--- config.mk ---
export PLATFORM = sky130hd
export DESIGN_NAME = uart_core_cfg
export DESIGN_NICKNAME = d
export VERILOG_FILES = /design/src/rtl/uart_core_cfg.sv
export SDC_FILE = /design/constraint.sdc
export NUM_CORES = 1
export LEC_CHECK = 0
export ABC_AREA = 1
export CAP_MARGIN = 25
export CORE_ASPECT_RATIO = 0.5
export CORE_MARGIN = 1.5
export CORE_UTILIZATION = 52
export CTS_CLUSTER_SIZE = 25
export DETAILED_ROUTE_END_ITERATION = 8
export GPL_ROUTABILITY_DRIVEN = 1
export PLACE_DENSITY = 0.8
export SYNTH_ARGS = -nofsm -noshare
export SYNTH_HDL_FRONTEND = slang
export SYNTH_SLANG_ARGS = --single-unit
--- constraint.sdc ---
create_clock -name clk -period 2.5 [get_ports clk]
set_input_delay 0.625 -clock clk [delete_from_list [all_inputs] [get_ports clk]]
set_output_delay 0.625 -clock clk [all_outputs]
set_load 0.02 [all_outputs]
--- src/rtl/uart_core_cfg.sv ---
// Full-duplex UART with runtime parity / stop-bit selection and ready/valid on both sides.
// A shared baud tick drives 16x oversampling for the TX and RX state machines.
module uart_core_cfg #(
   parameter int D_BITS   = 8,
   parameter int SB_TICK  = 16,
   parameter int DIV_BITS = 11
) (
   input  logic                clk,
   input  logic                reset,
   input  logic [DIV_BITS-1:0] cfg_divisor,
   input  logic [1:0]          cfg_parity,
   input  logic                cfg_two_stop,
   input  logic [D_BITS-1:0]   tx_data,
   input  logic                tx_valid,
   output logic                tx_ready,
   output logic                tx,
   output logic                tx_busy,
   input  logic                rx,
   output logic [D_BITS-1:0]   rx_data,
   output logic                rx_valid,
   input  logic                rx_ready,
   output logic                rx_parity_err,
   output logic                rx_frame_err,
   output logic                rx_overrun
);
   localparam int TW = $clog2(2*SB_TICK);
   localparam int BW = $clog2(D_BITS+1);
   localparam logic [TW-1:0] BIT_END   = TW'(SB_TICK-1);
   localparam logic [TW-1:0] STOP2_END = TW'(2*SB_TICK-1);
   localparam logic [TW-1:0] MID_START = TW'(SB_TICK/2-1);
   localparam logic [BW-1:0] LAST_BIT  = BW'(D_BITS-1);

   typedef enum logic [2:0] {S_IDLE, S_START, S_DATA, S_PARITY, S_STOP} state_t;

   // ---------------- baud tick ----------------
   logic [DIV_BITS-1:0] r_baud_cnt;
   logic                w_tick;

   // >= keeps the counter bounded if the divisor is lowered while running
   assign w_tick = (r_baud_cnt >= cfg_divisor);

   always_ff @(posedge clk or posedge reset) begin
      if (reset)       r_baud_cnt <= '0;
      else if (w_tick) r_baud_cnt <= '0;
      else             r_baud_cnt <= r_baud_cnt + 1'b1;
   end

   // ---------------- transmitter ----------------
   state_t            r_tx_state, w_tx_state;
   logic [TW-1:0]     r_tx_tcnt, w_tx_tcnt;
   logic [BW-1:0]     r_tx_bcnt, w_tx_bcnt;
   logic [D_BITS-1:0] r_tx_shift, w_tx_shift;
   logic              r_tx_par, w_tx_par;
   logic              r_tx_par_en, w_tx_par_en;
   logic              r_tx_two, w_tx_two;
   logic              r_tx, w_tx;

   always_ff @(posedge clk or posedge reset) begin
      if (reset) begin
         r_tx_state  <= S_IDLE;
         r_tx_tcnt   <= '0;
         r_tx_bcnt   <= '0;
         r_tx_shift  <= '0;
         r_tx_par    <= 1'b0;
         r_tx_par_en <= 1'b0;
         r_tx_two    <= 1'b0;
         r_tx        <= 1'b1;
      end else begin
         r_tx_state  <= w_tx_state;
         r_tx_tcnt   <= w_tx_tcnt;
         r_tx_bcnt   <= w_tx_bcnt;
         r_tx_shift  <= w_tx_shift;
         r_tx_par    <= w_tx_par;
         r_tx_par_en <= w_tx_par_en;
         r_tx_two    <= w_tx_two;
         r_tx        <= w_tx;
      end
   end

   always_comb begin
      w_tx_state  = r_tx_state;
      w_tx_tcnt   = r_tx_tcnt;
      w_tx_bcnt   = r_tx_bcnt;
      w_tx_shift  = r_tx_shift;
      w_tx_par    = r_tx_par;
      w_tx_par_en = r_tx_par_en;
      w_tx_two    = r_tx_two;
      w_tx        = 1'b1;
      case (r_tx_state)
         S_IDLE: if (tx_valid) begin
            w_tx_shift  = tx_data;
            w_tx_par    = (^tx_data) ^ (cfg_parity == 2'b10);
            w_tx_par_en = (cfg_parity == 2'b01) || (cfg_parity == 2'b10);
            w_tx_two    = cfg_two_stop;
            w_tx_tcnt   = '0;
            w_tx_state  = S_START;
         end
         S_START: if (w_tick) begin
            if (r_tx_tcnt == BIT_END) begin
               w_tx_tcnt  = '0;
               w_tx_bcnt  = '0;
               w_tx_state = S_DATA;
            end else w_tx_tcnt = r_tx_tcnt + 1'b1;
         end
         S_DATA: if (w_tick) begin
            if (r_tx_tcnt == BIT_END) begin
               w_tx_tcnt  = '0;
               w_tx_shift = r_tx_shift >> 1;
               if (r_tx_bcnt == LAST_BIT) w_tx_state = r_tx_par_en ? S_PARITY : S_STOP;
               else                       w_tx_bcnt  = r_tx_bcnt + 1'b1;
            end else w_tx_tcnt = r_tx_tcnt + 1'b1;
         end
         S_PARITY: if (w_tick) begin
            if (r_tx_tcnt == BIT_END) begin
               w_tx_tcnt  = '0;
               w_tx_state = S_STOP;
            end else w_tx_tcnt = r_tx_tcnt + 1'b1;
         end
         S_STOP: if (w_tick) begin
            if (r_tx_tcnt == (r_tx_two ? STOP2_END : BIT_END)) begin
               w_tx_tcnt  = '0;
               w_tx_state = S_IDLE;
            end else w_tx_tcnt = r_tx_tcnt + 1'b1;
         end
         default: w_tx_state = S_IDLE;
      endcase
      // line level is decoded from the next state so the pin is a clean flop output
      case (w_tx_state)
         S_START:  w_tx = 1'b0;
         S_DATA:   w_tx = w_tx_shift[0];
         S_PARITY: w_tx = w_tx_par;
         default:  w_tx = 1'b1;
      endcase
   end

   assign tx       = r_tx;
   assign tx_ready = (r_tx_state == S_IDLE);
   assign tx_busy  = ~tx_ready;

   // ---------------- receiver ----------------
   logic              r_rx_s1, r_rx_s2;
   state_t            r_rx_state, w_rx_state;
   logic [TW-1:0]     r_rx_tcnt, w_rx_tcnt;
   logic [BW-1:0]     r_rx_bcnt, w_rx_bcnt;
   logic [D_BITS-1:0] r_rx_shift, w_rx_shift;
   logic              r_rx_par_en, w_rx_par_en;
   logic              r_rx_odd, w_rx_odd;
   logic              r_rx_perr, w_rx_perr;
   logic              w_rx_done, w_rx_ferr;

   always_ff @(posedge clk or posedge reset) begin
      if (reset) begin
         r_rx_s1     <= 1'b1;
         r_rx_s2     <= 1'b1;
         r_rx_state  <= S_IDLE;
         r_rx_tcnt   <= '0;
         r_rx_bcnt   <= '0;
         r_rx_shift  <= '0;
         r_rx_par_en <= 1'b0;
         r_rx_odd    <= 1'b0;
         r_rx_perr   <= 1'b0;
      end else begin
         r_rx_s1     <= rx;
         r_rx_s2     <= r_rx_s1;
         r_rx_state  <= w_rx_state;
         r_rx_tcnt   <= w_rx_tcnt;
         r_rx_bcnt   <= w_rx_bcnt;
         r_rx_shift  <= w_rx_shift;
         r_rx_par_en <= w_rx_par_en;
         r_rx_odd    <= w_rx_odd;
         r_rx_perr   <= w_rx_perr;
      end
   end

   always_comb begin
      w_rx_state  = r_rx_state;
      w_rx_tcnt   = r_rx_tcnt;
      w_rx_bcnt   = r_rx_bcnt;
      w_rx_shift  = r_rx_shift;
      w_rx_par_en = r_rx_par_en;
      w_rx_odd    = r_rx_odd;
      w_rx_perr   = r_rx_perr;
      w_rx_done   = 1'b0;
      w_rx_ferr   = 1'b0;
      case (r_rx_state)
         S_IDLE: if (!r_rx_s2) begin
            w_rx_par_en = (cfg_parity == 2'b01) || (cfg_parity == 2'b10);
            w_rx_odd    = (cfg_parity == 2'b10);
            w_rx_perr   = 1'b0;
            w_rx_tcnt   = '0;
            w_rx_state  = S_START;
         end
         S_START: if (w_tick) begin
            if (r_rx_tcnt == MID_START) begin
               w_rx_tcnt = '0;
               w_rx_bcnt = '0;
               // a start bit that is gone by mid-bit was a glitch
               w_rx_state = r_rx_s2 ? S_IDLE : S_DATA;
            end else w_rx_tcnt = r_rx_tcnt + 1'b1;
         end
         S_DATA: if (w_tick) begin
            if (r_rx_tcnt == BIT_END) begin
               w_rx_tcnt  = '0;
               w_rx_shift = {r_rx_s2, r_rx_shift[D_BITS-1:1]};
               if (r_rx_bcnt == LAST_BIT) w_rx_state = r_rx_par_en ? S_PARITY : S_STOP;
               else                       w_rx_bcnt  = r_rx_bcnt + 1'b1;
            end else w_rx_tcnt = r_rx_tcnt + 1'b1;
         end
         S_PARITY: if (w_tick) begin
            if (r_rx_tcnt == BIT_END) begin
               w_rx_tcnt  = '0;
               w_rx_perr  = r_rx_s2 ^ (^r_rx_shift) ^ r_rx_odd;
               w_rx_state = S_STOP;
            end else w_rx_tcnt = r_rx_tcnt + 1'b1;
         end
         S_STOP: if (w_tick) begin
            if (r_rx_tcnt == BIT_END) begin
               w_rx_tcnt  = '0;
               w_rx_done  = 1'b1;
               w_rx_ferr  = ~r_rx_s2;
               w_rx_state = S_IDLE;
            end else w_rx_tcnt = r_rx_tcnt + 1'b1;
         end
         default: w_rx_state = S_IDLE;
      endcase
   end

   // ---------------- RX output holding register ----------------
   logic              r_rx_valid, r_rx_perr_o, r_rx_ferr_o, r_rx_ovr;
   logic [D_BITS-1:0] r_rx_data;
   logic              w_take;

   assign w_take = r_rx_valid & rx_ready;

   always_ff @(posedge clk or posedge reset) begin
      if (reset) begin
         r_rx_valid  <= 1'b0;
         r_rx_data   <= '0;
         r_rx_perr_o <= 1'b0;
         r_rx_ferr_o <= 1'b0;
         r_rx_ovr    <= 1'b0;
      end else if (w_rx_done && (!r_rx_valid || rx_ready)) begin
         r_rx_valid  <= 1'b1;
         r_rx_data   <= w_rx_shift;
         r_rx_perr_o <= r_rx_perr;
         r_rx_ferr_o <= w_rx_ferr;
         if (w_take) r_rx_ovr <= 1'b0;
      end else if (w_rx_done) begin
         r_rx_ovr <= 1'b1;
      end else if (w_take) begin
         r_rx_valid <= 1'b0;
         r_rx_ovr   <= 1'b0;
      end
   end

   assign rx_valid      = r_rx_valid;
   assign rx_data       = r_rx_data;
   assign rx_parity_err = r_rx_perr_o;
   assign rx_frame_err  = r_rx_ferr_o;
   assign rx_overrun    = r_rx_ovr;

endmodule

==> results.yml, run 1 <==
sta:
  finalWorstPathRequiredPeriod_ns: 2.42
  worst_slack_ns: 0.0815
  hold_viol: 0
  setup_viol: 0
  worst_pin_slew_ns: 0.389
  max_freq_mhz: 413
  fin_crit_sh: 0.967
  slew_violations: 0
  rsz0062_at_grt: "yes"
  clock_skew_ns: 0.00750
  slew_headroom: 0.740
logic_synthesis:
  synth_top_area_cell: "dfrtp_1"
  synth_top_area_share: 0.411
  synthesis.nets: 582
  synth_cell_type_count: 38
  ys_async_sr_fraction: 1.00
  yosys_warnings: 0
  ys_top_cells_by_area: "dfrtp_1 41%, nand2_1 14%, ha_1 6.3%, inv_1 6.3%, nor2_1 3.7%"
  synth_edf_count: 0
  synthFlopType: "dfrtp_1"
  synthCells: 534
  avgSynthCellArea_sq_um: 7.87
  synth-seq-cells: 72
  ys_seq_area_frac: 0.430
  synth_area_sq_um: 4200
setup_path:
  crit_arrival_ns: 2.65
  reg2reg_to: "r_rx_state[2]$_DFFE_PP0P_"
  start_kind: "primary input"
  crit_path_end_kind: "flip-flop"
  crit_type: "in -> reg"
  critPathRequiredTime_ns: 2.73
  reg2reg_from: "r_rx_tcnt[0]$_DFFE_PP0P_"
  reg2reg_depth: 12
  r2r_slack_ns: 0.30
  crit_start: "cfg_divisor[10]"
  path_max_fanout: 6
cts:
  cts_buffer_depth: 2
  clock-sinks: 72
  insertion_delay_ns: 0.34
  cts_buffers: 9
  ctsHoldBuffers: 0
  htree_levels: 3
  root_buffer: "clkbuf_16"
  cts_tree: "built"
  clk_pin_slew_ns: 0.06
pwr:
  ir_worst_vdd_mv: 0.443
  comb_power_share: 0.340
  p_int_uw: 2700
  seqPwrFrac: 0.381
  netSwitchingFraction: 0.370
  power_frac_clock: 0.278
  leakagePower_uw: 0.00257
  power_uw: 4280
  cellPowerDensity_nw_per_um2: 812
  p_sw_uw: 1580
run_status:
  status: "finished, final reports clean"
layout:
  drive_gt1_frac: 0.174
  stdcell_area_sq_um: 5280
  area_delta_synth_final_pct: 25.6
  final_common_cell: "nand2_1"
  final_cell_mix: "150 x nand2_1, 69 x dfrtp_1, 68 x inv_1, 41 x clkdlybuf4s50_1, 37 x nor2_1"
  layout.nets: 645
  diodes: 0
detailed_routing:
  routed_wl_um: 8690
  dr.pass1.iters: 4
  drtIter0Drc: 266
  viasPerCell: 5.09
  wl_per_cell_um: 12.2
  route.detailed.drc: 0
  vias: 3613
  antenna_left: 0
grt:
  grt_pass1_vias: 3394
  overflow: 0
  antenna_found_initial: 0
  grt_usage: 0.223
  grt_first_pass_wirelength_um: 14800
  grt_max_degree: 73
placement:
  dp_slack_ns: -0.253
  hpwl_um: 6020
  place_area_sq_um: 4850
  gp_congestion: 0.856
  portBuffers: 41
worst_hold_path:
  min_path_type: "reg -> reg"
  min-delay-start: "r_rx_s1$_DFF_PP1_"
  whs_path_depth: 0
  hold_end: "r_rx_s2$_DFF_PP1_"
die:
  die_h_um: 66.6
  die_w_um: 130
  die-area_sq_um: 8660
  start_util: 0.555
  io_pins: 42
  rows: 22
  core_area_sq_um: 7570
run:
  max_cap_viol_count: 0
[synth_stat cells (2+ instances only)]
master    instances
xor2_1            5
o22ai_1           2
nor3b_1           2
inv_1            70
nor3_1            7
xnor2_1          10
o21a_1            4
nor2_2            7
a21oi_1          20
nor2_4            6
dfrtp_1          69
a21oi_2           4
nand2_2           9
o21ai_2           5
o21ai_1           6
inv_2             9
nor2_1           41
buf_2             2
ha_1             21
or2_2             3
nand3_4           2
nand3b_1          4
a31oi_1           2
dfstp_2           3
nand3_1          30
nand2_1         156
o21ai_0          23
buf_6             2
[worst max-delay path by stage]
stage / to / slack [ns] / cells past startpoint
2_1_floorplan: r_baud_cnt[0]$_DFF_PP0_ / 0.06 / 1
3_3_place_gp: r_rx_state[2]$_DFFE_PP0P_ / -0.24 / 16
3_5_place_dp: r_rx_state[2]$_DFFE_PP0P_ / -0.25 / 16
4_1_cts: tx_ready / 0.09 / 4
5_1_grt: r_rx_bcnt[0]$_DFFE_PP0P_ / -0.03 / 13
6_report: r_rx_state[2]$_DFFE_PP0P_ / 0.08 / 16
[kinds of logic (layout without fill, tap and decap cells)]
| family | count (synthesis) | count (layout) | synth area share |
|---|---|---|---|
| and+or+nand+nor | 270 | 271 | 0.291 |
| muxes | 1 | 1 | 0.00268 |
| DFF | 72 | 72 | 0.430 |
| buffers and inverters | 84 | 151 | 0.0801 |
| xor gates and xnor gates | 15 | 15 | 0.0313 |
| adders and majority gates | 21 | 21 | 0.0625 |
| AOI/OAI and AO/OA | 71 | 71 | 0.103 |
[final cells by class]
cell class / count / area, sq um
clock buffers: 9 / 225
inverters: 79 / 297
clock inverters: 7 / 55.1
well taps: 108 / 135
repair buffers: 56 / 564
flip-flops and latches: 72 / 1810
multi-input cells: 379 / 2190
fillers: 584 / 2290
[layer usage]
layer	track usage	wire, um	vias to the layer above
met5	0	0	-
li1	-	-	1826
met1	0.291	4260	1710
met4	0.0569	74	0
met2	0.368	4040	70
met3	0.0610	318	7
[sequential cells by signal, indices dropped and copies added, names as in the netlist, 3 cells and up]
name        count
r_baud_cnt     11
r_rx_bcnt       4
r_rx_shift      8
r_rx_state      3
r_rx_tcnt       5
r_tx_bcnt       4
r_tx_shift      8
r_tx_state      3
r_tx_tcnt       5
rx_data         8
[metrics by stage]
| step | hold WS (ns) | util | cells | setup TNS [ns] |
|---|---|---|---|---|
| finish | 0.356 | 0.697 | 710 | 0 |
| global route | 0.369 | 0.697 | 710 | -0.0884 |
| CTS | 0.357 | 0.678 | 708 | 0 |
| detailed placement | 0.348 | 0.641 | 692 | -8.21 |
| global placement | 0.346 | 0.641 | 692 | -6.20 |
| floorplan | 0.345 | - | 534 | 0 |
[power groups by stage]
stage	clock, uW	combinational, uW	sequential, uW
after global placement	0	1310	1620
after CTS	1210	1370	1620
after floorplan	0	1030	1580
final	1190	1460	1630
after global routing	1260	1660	1670
after detailed placement	0	1360	1640
[worst max-delay path: stages]
cell and delay [ns]:
clkdlybuf4s50_1 0.45, inv_1 0.04, ha_1 0.31, nand2_2 0.08
inv_1 0.06, nand2_1 0.08, inv_1 0.05, nand2_2 0.11
nand2_4 0.08, nor2_4 0.26, nand2_2 0.11, nand2_2 0.07
nor2_1 0.04, nand2_2 0.12, nand2_1 0.07, o21a_1 0.10
[timing repair]
action / 4_1_cts / 5_1_grt
setup endpoints to repair: 0 / 27
resized for setup: 0 / 26
buffers inserted: 0 / 1
(Power assumes the default switching activity.)
==> run 2, diff against run 1 <==
--- a/config.mk
+++ b/config.mk
@@ -10,6 +10,7 @@
 export CORE_ASPECT_RATIO = 0.5
 export CORE_MARGIN = 1.5
 export CORE_UTILIZATION = 52
+export CTS_BUF_LIST = sky130_fd_sc_hd__clkbuf_16
 export CTS_CLUSTER_SIZE = 25
 export DETAILED_ROUTE_END_ITERATION = 8
 export GPL_ROUTABILITY_DRIVEN = 1
==> results of run 2 <==
The final DEF is identical to that of run 1; final timing and power are the same.
